**src/rtl/skolem_chk_pkg.sv**
```systemverilog
// Shared types and the bvult/bvadd invertibility and violation rules for the
// Skolem sweep checker.
package skolem_chk_pkg;

  localparam int unsigned CHK_W = 4;
  localparam int unsigned NVEC  = 2**(2*CHK_W);

  typedef enum logic [1:0] {
    ST_IDLE,
    ST_SWEEP,
    ST_DRAIN,
    ST_DONE
  } sweep_state_t;

  // s does not affect this condition but stays in the (s,t) signature.
  function automatic logic ic_bvult_bvadd(input logic [CHK_W-1:0] s,
                                          input logic [CHK_W-1:0] t);
    return (t != '0) | (1'b0 & (^s));
  endfunction

  function automatic logic viol_bvult_bvadd(input logic [CHK_W-1:0] x,
                                            input logic [CHK_W-1:0] s,
                                            input logic [CHK_W-1:0] t);
    logic [CHK_W-1:0] sum;
    sum = x + s;
    return ic_bvult_bvadd(s, t) && !(sum < t);
  endfunction

endpackage

```
**src/rtl/skolem_vec_gen.sv**
```systemverilog
// Sweep index counter: cleared on start, advanced on request, and flags the
// final vector; it never wraps so the last presented vector stays visible.
module skolem_vec_gen
  import skolem_chk_pkg::*;
#(
  parameter int unsigned IDX_W = 2*CHK_W
) (
  input  logic             clk,
  input  logic             rst,
  input  logic             clear,
  input  logic             adv,
  output logic [IDX_W-1:0] idx,
  output logic             last
);
  logic [IDX_W-1:0] idx_q, idx_d;

  assign last = (idx_q == IDX_W'(NVEC-1));
  assign idx  = idx_q;

  always_comb begin
    idx_d = idx_q;
    if (clear)
      idx_d = '0;
    else if (adv && !last)
      idx_d = idx_q + IDX_W'(1);
  end

  always_ff @(posedge clk) begin
    if (rst) idx_q <= '0;
    else     idx_q <= idx_d;
  end
endmodule

```
**config.mk**
```make
export PLATFORM = sky130hd
export DESIGN_NAME = skolem_vec_gen
export DESIGN_NICKNAME = d
export VERILOG_FILES = /design/src/rtl/skolem_chk_pkg.sv /design/src/rtl/skolem_vec_gen.sv
export SDC_FILE = /design/constraint.sdc
export NUM_CORES = 1
export LEC_CHECK = 0
export CAP_MARGIN = 20
export CORE_MARGIN = 10
export CORE_UTILIZATION = 30
export DETAILED_ROUTE_END_ITERATION = 8
export GPL_TIMING_DRIVEN = 0
export PLACE_DENSITY = 0.53
export SLEW_MARGIN = 20
export SYNTH_ARGS = -nofsm -noshare
export SYNTH_HDL_FRONTEND = slang
export SYNTH_SLANG_ARGS = --single-unit
```
**constraint.sdc**
```tcl
create_clock -name clk -period 1.25 [get_ports clk]
set_clock_uncertainty 0.1 [all_clocks]
set_input_delay 0.25 -clock clk [delete_from_list [all_inputs] [get_ports clk]]
set_output_delay 0.25 -clock clk [all_outputs]
set_load 0.02 [all_outputs]
```
* Yosys cells after proc, flatten, opt, wreduce, memory -nomap -nowiden *
Cells that the tools add are included.
Widths: inputs -> output; s select.

storage, ports and cells
  bits in registers = 8
  bits in latches = 0
  RAM bits = 0
  ROM bits = 0
  input port bits = 4
  output and inout bits = 9
  logic and storage cells = 6
  memories = 0

operators by class
  add/subtract/negate cells = 1
  multiply operators = 0
  div/mod/pow operators = 0
  $lt $le $gt $ge = 0
  equality and inequality tests = 1
  shifts and indexed selects = 0
  multiplexer cells = 0
  bitwise gates (word level) = 0
  reduce and logical (&&, ||, !) cells = 3

operators with widths
  operator             count
  $add 8x1->8 const B  1
  $eq 8x8->1 const B   1
  $reduce_or 2->1      1
  $logic_and 1x1->1    1
  $logic_not 1->1      1

* Depth between registers and ports, before layout *
Gate-level depths: netlist of run 1.

  depth after elaboration = 3
  mapped depth = 4
  mapped depth without buffers = 4

* Worst setup path before layout of run 1 *
Ideal clock, no wire load.

  path kind = register -> output
  from = reg idx_q[0], in the netlist idx[0]
  to = out last
  data arrival time = 1.203 ns
  data required time = 0.900 ns
  path slack = -0.303 ns
  cell stages (with the launch flop) = 4
  buffers on the path = 0
  cells stage by stage = dfxtp_1 -> ha_1 -> and4_4 -> and2_1

on the way
  cells in the longest elaborated chain, start to end = 1

ends and longest elaborated chain
  item                    RTL line              RTL
  start, declared         skolem_vec_gen.sv:15  logic [IDX_W-1:0] idx_q, idx_d;
  start signal, assigned  skolem_vec_gen.sv:30  else idx_q <= idx_d;
  $eq 8x8->1              skolem_vec_gen.sv:17  assign last = (idx_q == IDX_W'(NVEC-1));
  end, declared           skolem_vec_gen.sv:13  output logic last

No other way between the ends.

* Worst setup path in the final report of run 1 *
Ends and elaborated chain as after synthesis.

==> impl_metrics.py, run 1 <==
metrics = {
    "setup_path": {
        "startpoint_type": "register",
        "r2r_cells": 5,
        "crit_type": "register to output port",
        "critical_path_arrival_ns": 1.24,
        "worstSetupEndpointType": "output port",
        "crit_fanout": 4,
        "crit-reg2reg-launch": "idx[0]",
        "cp.required_ns": 0.90,
        "r2r_slack_ns": -0.33,
        "startpoint": "idx[0]",
        "regToRegEndpoint": "idx[1]",
    },
    "sta": {
        "max_freq_mhz": 629,
        "rsz0062_at_grt": "true",
        "hold_viol_final": 0,
        "timing.hold.ws_ns": 0.403,
        "relSlewSlack_pct": 77.0,
        "drv_slew": 0,
        "fin_crit_sh_pct": 127,
        "fin_ws_ns": -0.339,
        "tns_ns": -2.15,
        "tightestPinTransition_ns": 0.345,
        "fin_crit_ns": 1.59,
        "finalSetupViolCount": 9,
    },
    "layout": {
        "largest_reg_flops": 8,
        "diodes": 0,
        "design_area_sq_um": 683,
        "syn_to_final_growth_pct": 60.6,
        "nNetsFinal": 74,
        "final_cell_mix": "buf_2, nand2_1, buf_4",
        "drive_gt1_share_pct": 52.9,
        "nFillCells": 128,
        "final_common_cell": "buf_2",
    },
    "placement": {
        "dp_hpwl_um": 883,
        "portBuffers": 12,
        "globalplace.congestion": 0.718,
        "dpl_cell_area_sq_um": 591,
        "pre_cts_slack_ns": -0.598,
    },
    "routing": {
        "drcViolationCount": 0,
        "ant_nets": 0,
        "wl_mm": 1.32,
        "dr.first_iter.drc_count": 5,
        "vias": 454,
        "avgRoutedWirePerCell_um": 16.0,
        "via_per_inst": 5.47,
        "first_pass_iters": 4,
    },
    "yosys": {
        "yosys_register_bits": 8,
        "synth_nets": 50,
        "synth.distinct_cells": 27,
        "postSynthAreaPerCell_sq_um": 9.45,
        "ys_warn_count": 0,
        "netlist_area_sq_um": 425,
        "syn_inst": 45,
        "synth-seq-area-share_pct": 37.6,
    },
    "pwr": {
        "p_leak_nw": 0.276,
        "p_per_area_mw_per_mm2": 772,
        "fin_total_pwr_mw": 0.527,
        "ir_drop_mv": 0.433,
    },
    "global_routing": {
        "grt_max_degree": 10,
        "grt_overflow": 0,
        "grt_usage_pct": 8.11,
        "antenna_found_initial": 0,
        "grt_pass1_vias": 466,
        "grt_pass1_wl_mm": 2.14,
    },
    "hold_path": {
        "whs_endpoint": "idx[5]",
        "hold_class": "register to register",
        "min_from": "idx[5]",
        "hold_depth": 2,
    },
    "clock_network": {
        "cts.path.max_buffers": 2,
        "h-tree-depth": 1,
        "clk_latency_ns": 0.27,
        "clk_pin_slew_ns": 0.07,
        "cts-root-buf": "clkbuf_4",
        "cts.sinks": 8,
        "cts_tree": "done",
        "numCtsBuffers": 3,
    },
    "outcome": {
        "status": "complete, but fails checks",
        "violations": "setup timing",
    },
    "floorplanning": {
        "dieArea_sq_mm": 0.00332,
        "initial_core_util_pct": 32.3,
        "fp.dieH_um": 57.7,
        "placementRows": 13,
        "chipWidth_um": 57.7,
        "ios": 13,
        "core_area_sq_mm": 0.00132,
    },
    "flow_run": {
        "cap_violations": 0,
    },
}
==> stage by stage <==
| stage | std cells | utilization (%) |
|---|---|---|
| after floorplan | 45 | - |
| after global placement | 72 | 44.8 |
| after detailed placement | 72 | 44.8 |
| after CTS | 81 | 48.4 |
| after global routing | 83 | 51.9 |
| final | 83 | 51.9 |
==> what timing repair did <==
action | 4_1_cts | 5_1_grt
hold buffers | 0 | 0
buffers inserted | 5 | 2
setup endpoints to repair | 16 | 10
resized for setup | 39 | 8
pin swaps | 1 | 4
==> synthesized netlist by cell type, drive strengths merged <==
| master | instances | share of area [%] |
|---|---|---|
| dfxtp | 8 | 38 |
| nand2 | 5 | 4.4 |
| mux2i | 3 | 7.1 |
| nand4 | 3 | 5.9 |
| a211oi | 2 | 4.7 |
| a21oi | 2 | 2.4 |
| and3 | 2 | 2.9 |
| and4 | 2 | 4.7 |
| nor2b | 2 | 2.9 |
| or3 | 2 | 2.9 |
| a2111oi | 1 | 3.5 |
| a21boi | 1 | 1.8 |
| a31o | 1 | 2.1 |
| a31oi | 1 | 1.5 |
| and2 | 1 | 1.5 |
| ha | 1 | 2.9 |
| inv | 1 | 0.88 |
| nand2b | 1 | 1.5 |
| nand3 | 1 | 1.2 |
| nor2 | 1 | 0.88 |
| nor4 | 1 | 1.5 |
| o21ai | 1 | 1.2 |
| o21bai | 1 | 1.8 |
| o311a | 1 | 2.4 |
==> per-layer routing <==
metal | track usage (%) | wire length [um]
met5 | 0 | 0
met4 | 4.03 | 16
met3 | 3.92 | 79
met2 | 13.5 | 640
met1 | 8.27 | 588
==> cell families after synthesis <==
kind of cell / count (synthesis) / share of synthesized area, %
flip-flops: 8 / 37.6
multiplexers: 3 / 7.06
buffers and inverters: 1 / 0.882
adder cells (fa/ha/maj): 1 / 2.94
AO/OA/AOI/OAI: 11 / 21.2
AND/OR/NAND/NOR: 21 / 30.3
==> worst max path at each step <==
stage             end  slack, ns  cells past startpoint
6_report         last      -0.34                      4
5_1_grt          last      -0.37                      4
4_1_cts          last      -0.33                      4
3_5_place_dp     last      -0.60                      4
3_3_place_gp     last      -0.59                      4
2_1_floorplan  idx[7]       -0.1                      4
==> power by group <==
group | internal (mW) | total (mW) | switching [mW]
clock network | 0.123 | 0.226 | 0.103
registers | 0.252 | 0.256 | 0.00329
logic | 0.0224 | 0.0458 | 0.0234
==> cell type report <==
cell class                 count  area (sq um)  area share, %
multi-input combinational     36           314           46.0
sequential                     8           175           25.6
timing repair buffer          19           145           21.2
clock buffer                   4          26.3           3.85
tap                           15          18.8           2.75
inverter                       1          3.75          0.549
==> worst max-delay path, cell delays in order, from the launching register on <==
cell and delay [ns]:
dfxtp_4 0.37, ha_4 0.13, and4_4 0.23, and2_4 0.13, buf_6 0.11
(Power assumes the default switching activity.)
==> inputs of run 2 (changes only) <==
--- a/config.mk
+++ b/config.mk
@@ -7,10 +7,11 @@
 export LEC_CHECK = 0
 export CAP_MARGIN = 20
 export CORE_MARGIN = 10
-export CORE_UTILIZATION = 30
+export CORE_UTILIZATION = 25
 export DETAILED_ROUTE_END_ITERATION = 8
+export DONT_BUFFER_PORTS = 1
 export GPL_TIMING_DRIVEN = 0
-export PLACE_DENSITY = 0.53
+export PLACE_DENSITY = 0.36
 export SLEW_MARGIN = 20
 export SYNTH_ARGS = -nofsm -noshare
 export SYNTH_HDL_FRONTEND = slang
==> impl_metrics.py, run 2 (synthesized netlist as in run 1, its figures left out) <==
metrics = {
    "layout": {
        "multi_input_comb_area_sq_um": 314,
        "fin_util_pct": 37.0,
        "design_area_sq_um": 577,
        "drive_gt1_share_pct": 47.2,
        "largest_reg_flops": 8,
        "nNetsFinal": 59,
        "syn_to_final_growth_pct": 35.6,
        "instances_no_fill": 69,
        "seqCellArea_sq_um": 178,
        "diodes": 0,
        "final_cell_mix": "nand2_1, dfxtp_2, mux2i_1, clkbuf_4, dfxtp_4",
        "nFillCells": 160,
    },
    "routing": {
        "first_pass_iters": 2,
        "vias": 399,
        "ant_nets": 0,
        "wl_mm": 1.28,
        "via_per_inst": 5.78,
        "drcViolationCount": 0,
        "dr.first_iter.drc_count": 1,
        "avgRoutedWirePerCell_um": 18.5,
    },
    "clock_network": {
        "h-tree-depth": 1,
        "cts.sinks": 8,
        "cts.path.max_buffers": 2,
        "cts-root-buf": "clkbuf_4",
        "clk_pin_slew_ns": 0.06,
        "cts_tree": "done",
        "numCtsBuffers": 3,
        "clk_latency_ns": 0.26,
    },
    "placement": {
        "portBuffers": 0,
        "globalplace.congestion": 0.664,
        "dp_cells": 61,
        "dp_hpwl_um": 908,
        "dpl_cell_area_sq_um": 472,
    },
    "setup_path": {
        "critical_path_arrival_ns": 1.21,
        "crit_type": "register to output port",
        "cp_slowest_cell": "dfxtp_4",
        "startpoint_type": "register",
        "path_depth": 3,
        "crit_fanout": 5,
        "cp_top_family": "flip-flops",
        "slowest_delay_ns": 0.41,
        "cp_cell_sequence": "ha_4, and4_4, and2_4",
        "cp.required_ns": 0.90,
        "worst-path-buf-inv": 0,
        "r2r_cells": 5,
        "worstSetupEndpointType": "output port",
    },
    "sta": {
        "fin_crit_ns": 1.56,
        "max_freq_mhz": 639,
        "tightestPinTransition_ns": 0.460,
        "relSlewSlack_pct": 69.2,
        "drv_slew": 0,
        "fin_ws_ns": -0.314,
        "rsz0062_at_grt": "true",
        "finalSetupViolCount": 8,
        "hold_viol_final": 0,
        "fin_crit_sh_pct": 125,
    },
    "global_routing": {
        "grt_usage_pct": 7.59,
        "antenna_found_initial": 0,
        "grt_overflow": 0,
        "grt_pass1_vias": 441,
        "grt_pass1_wl_mm": 2.08,
        "grt_max_degree": 10,
    },
    "flow_run": {
        "cap_violations": 0,
    },
    "floorplanning": {
        "initial_core_util_pct": 27.3,
        "placementRows": 14,
        "dieArea_sq_mm": 0.00375,
        "ios": 13,
        "chipWidth_um": 61.3,
        "fp.dieH_um": 61.3,
        "core_area_sq_mm": 0.00156,
    },
    "pwr": {
        "fin_total_pwr_mw": 0.509,
        "p_per_area_mw_per_mm2": 883,
        "p_leak_nw": 0.199,
        "ir_drop_mv": 0.609,
    },
    "outcome": {
        "violations": "setup timing",
        "status": "complete, but fails checks",
    },
    "hold_path": {
        "hold_class": "input port to register",
        "hold_depth": 2,
    },
}
run 2: cell count changes in the layout (fill, tap and decap cells not counted), sizes merged:
cell           delta
buf              -13
clkdlybuf4s50     -3
dlygate4sd3       +2
dlygate4sd2       -1
run 2: timing repair:
| item | 4_1_cts | 5_1_grt |
|---|---|---|
| setup buffers | 3 | 0 |
| gates resized for setup | 11 | 2 |
| endpoints found under the hold margin | 2 | 0 |
| endpoints found under the setup margin | 9 | 9 |
| pin swaps | 2 | 1 |
| hold buffers | 2 | 0 |
run 2: routing by layer:
layer  wire length (um)  track usage (%)  vias to the layer above
li1                   -                -                      194
met1                462             6.05                      192
met2                652             13.8                       13
met3                164             6.79                        0
met4                  0             1.30                        0
met5                  0                0                        -
run 2: power breakdown:
part	switching [mW]	total [mW]	internal [mW]
sequential	0.00709	0.259	0.252
clock	0.103	0.226	0.123
combinational	0.0109	0.0242	0.0133
total	0.121	0.509	0.389
run 2: final timing paths:
path / start / to / slack (ns)
hold / removal: rst / idx[5] / 0.06
setup / recovery: idx[0] / last / -0.31
hold reg to reg: idx[5] / idx[5] / 0.45
setup reg to reg: idx[0] / idx[7] / -0.28
run 2: final cells by class:
cell class	instances	area share, %
clock buffer	4	4.56
timing repair buffer	4	6.07
tap	16	3.47
inverter	1	0.651
multi-input combinational	36	54.4
sequential	8	30.8
run 2: through the flow:
stage	setup slack [ns]	TNS, ns	hold slack, ns
3_5_place_dp	-0.217	-1.37	0.223
2_1_floorplan	-0.0977	-0.415	0.219
6_report	-0.314	-1.61	0.0566
4_1_cts	-0.329	-1.91	0.0539
3_3_place_gp	-0.203	-1.10	0.221
5_1_grt	-0.348	-1.99	0.0512
==> inputs of run 3 (changes only) <==
--- a/config.mk
+++ b/config.mk
@@ -11,6 +11,7 @@
 export DETAILED_ROUTE_END_ITERATION = 8
 export DONT_BUFFER_PORTS = 1
 export GPL_TIMING_DRIVEN = 0
+export MAX_ROUTING_LAYER = met4
 export PLACE_DENSITY = 0.36
 export SLEW_MARGIN = 20
 export SYNTH_ARGS = -nofsm -noshare
==> impl_metrics.py, run 3 (synthesized netlist as in run 1, its figures left out) <==
metrics = {
    "outcome": {
        "status": "complete, but fails checks",
        "violations": "setup timing",
    },
    "setup_path": {
        "worstSetupEndpointType": "output port",
        "critical_path_arrival_ns": 1.21,
        "startpoint_type": "register",
        "cp.required_ns": 0.90,
        "crit_fanout": 5,
        "crit_type": "register to output port",
    },
    "pwr": {
        "p_per_area_mw_per_mm2": 883,
        "pwr-share-clk_pct": 44.3,
        "p_leak_nw": 0.199,
        "netSwitchingPower_mw": 0.121,
        "intPower_mw": 0.389,
        "pwr-share-seq_pct": 50.9,
        "ir_drop_mv": 0.609,
        "power_frac_comb_pct": 4.7,
        "swShare_pct": 23.7,
    },
    "layout": {
        "nNetsFinal": 59,
        "diodes": 0,
        "largest_reg_flops": 8,
        "final_cell_mix": "nand2_1, dfxtp_2, mux2i_1, clkbuf_4, dfxtp_4",
        "design_area_sq_um": 577,
        "drive_gt1_share_pct": 47.2,
        "syn_to_final_growth_pct": 35.6,
    },
    "floorplanning": {
        "placementRows": 14,
        "chipWidth_um": 61.3,
        "ios": 13,
        "initial_core_util_pct": 27.3,
        "core_area_sq_mm": 0.00156,
        "fp.dieH_um": 61.3,
        "dieArea_sq_mm": 0.00375,
    },
    "sta": {
        "relSlewSlack_pct": 70.0,
        "tns_ns": -1.61,
        "rsz0062_at_grt": "true",
        "drv_slew": 0,
        "finalSetupViolCount": 8,
        "hold_viol_final": 0,
        "timing.hold.ws_ns": 0.0566,
        "fin_ws_ns": -0.314,
        "max_freq_mhz": 639,
        "tightestPinTransition_ns": 0.448,
        "fin_crit_ns": 1.56,
        "fin_crit_sh_pct": 125,
    },
    "clock_network": {
        "cts.sinks": 8,
        "cts-root-buf": "clkbuf_4",
        "cts_tree": "done",
        "clk_latency_ns": 0.26,
        "h-tree-depth": 1,
        "clk_pin_slew_ns": 0.06,
        "numCtsBuffers": 3,
        "cts.path.max_buffers": 2,
    },
    "global_routing": {
        "grt_overflow": 0,
        "grt_max_degree": 10,
        "grt_usage_pct": 7.77,
        "grt_pass1_vias": 443,
        "antenna_found_initial": 0,
        "grt_pass1_wl_mm": 2.08,
    },
    "placement": {
        "dpl_cell_area_sq_um": 472,
        "dp_hpwl_um": 908,
        "portBuffers": 0,
        "globalplace.congestion": 0.670,
    },
    "routing": {
        "drcViolationCount": 0,
        "dr.first_iter.drc_count": 1,
        "via_per_inst": 5.78,
        "avgRoutedWirePerCell_um": 18.5,
        "first_pass_iters": 2,
        "wl_mm": 1.28,
        "ant_nets": 0,
        "vias": 399,
    },
    "hold_path": {
        "hold_class": "input port to register",
    },
    "flow_run": {
        "cap_violations": 0,
    },
}
## run 3: final timing paths
kind | start | to | slack [ns] | cells after the start
hold / removal | rst | idx[5] | 0.06 | 2
setup reg to reg | idx[0] | idx[7] | -0.28 | 5
setup / recovery | idx[0] | last | -0.31 | 3
hold reg to reg | idx[5] | idx[5] | 0.45 | 2
## run 3: area by class of cell
type	count	area, sq um
Multi-Input combinational cell	36	314
Timing Repair Buffer	4	35.0
Inverter	1	3.75
Fill cell	160	982
Clock buffer	4	26.3
Tap cell	16	20.0
Sequential cell	8	178
## run 3: worst max-delay path, cell delays in order, from the launching register on
cell     delay [ns]
dfxtp_4        0.42
ha_4           0.14
and4_4         0.22
and2_4         0.17
## run 3: per-layer routing
| metal | GRT usage (%) | up-vias | wire length (um) |
|---|---|---|---|
| li1 | - | 194 | - |
| met1 | 5.93 | 192 | 462 |
| met2 | 13.8 | 13 | 652 |
| met3 | 6.79 | 0 | 164 |
| met4 | 1.30 | 0 | 0 |
| met5 | - | - | 0 |
## run 3: per-stage QoR
step | instances | setup WS [ns] | power (mW) | utilization [%]
2_1_floorplan | 45 | -0.0977 | 0.278 | -
3_3_place_gp | 61 | -0.203 | 0.281 | 30.3
3_5_place_dp | 61 | -0.217 | 0.282 | 30.3
4_1_cts | 70 | -0.329 | 0.518 | 37.2
5_1_grt | 69 | -0.348 | 0.528 | 37.0
6_report | 69 | -0.314 | 0.509 | 37.0
## run 3: what timing repair did
| action | in CTS | in global routing |
|---|---|---|
| hold buffers | 2 | 0 |
| pin swaps | 2 | 1 |
| gates resized for setup | 11 | 2 |
| buffers inserted | 3 | 0 |
| endpoints found under the setup margin | 9 | 9 |
| hold endpoints to repair | 2 | 0 |
| cloned | 0 | 0 |
## run 3: power by group through the flow
stage                     Combinational (mW)  Sequential, mW  Clock (mW)
after floorplan                       0.0116           0.266           0
after global placement                0.0135           0.267           0
after detailed placement              0.0148           0.268           0
after CTS                             0.0246           0.262       0.231
after global routing                  0.0258           0.260       0.243
final                                 0.0241           0.259       0.226
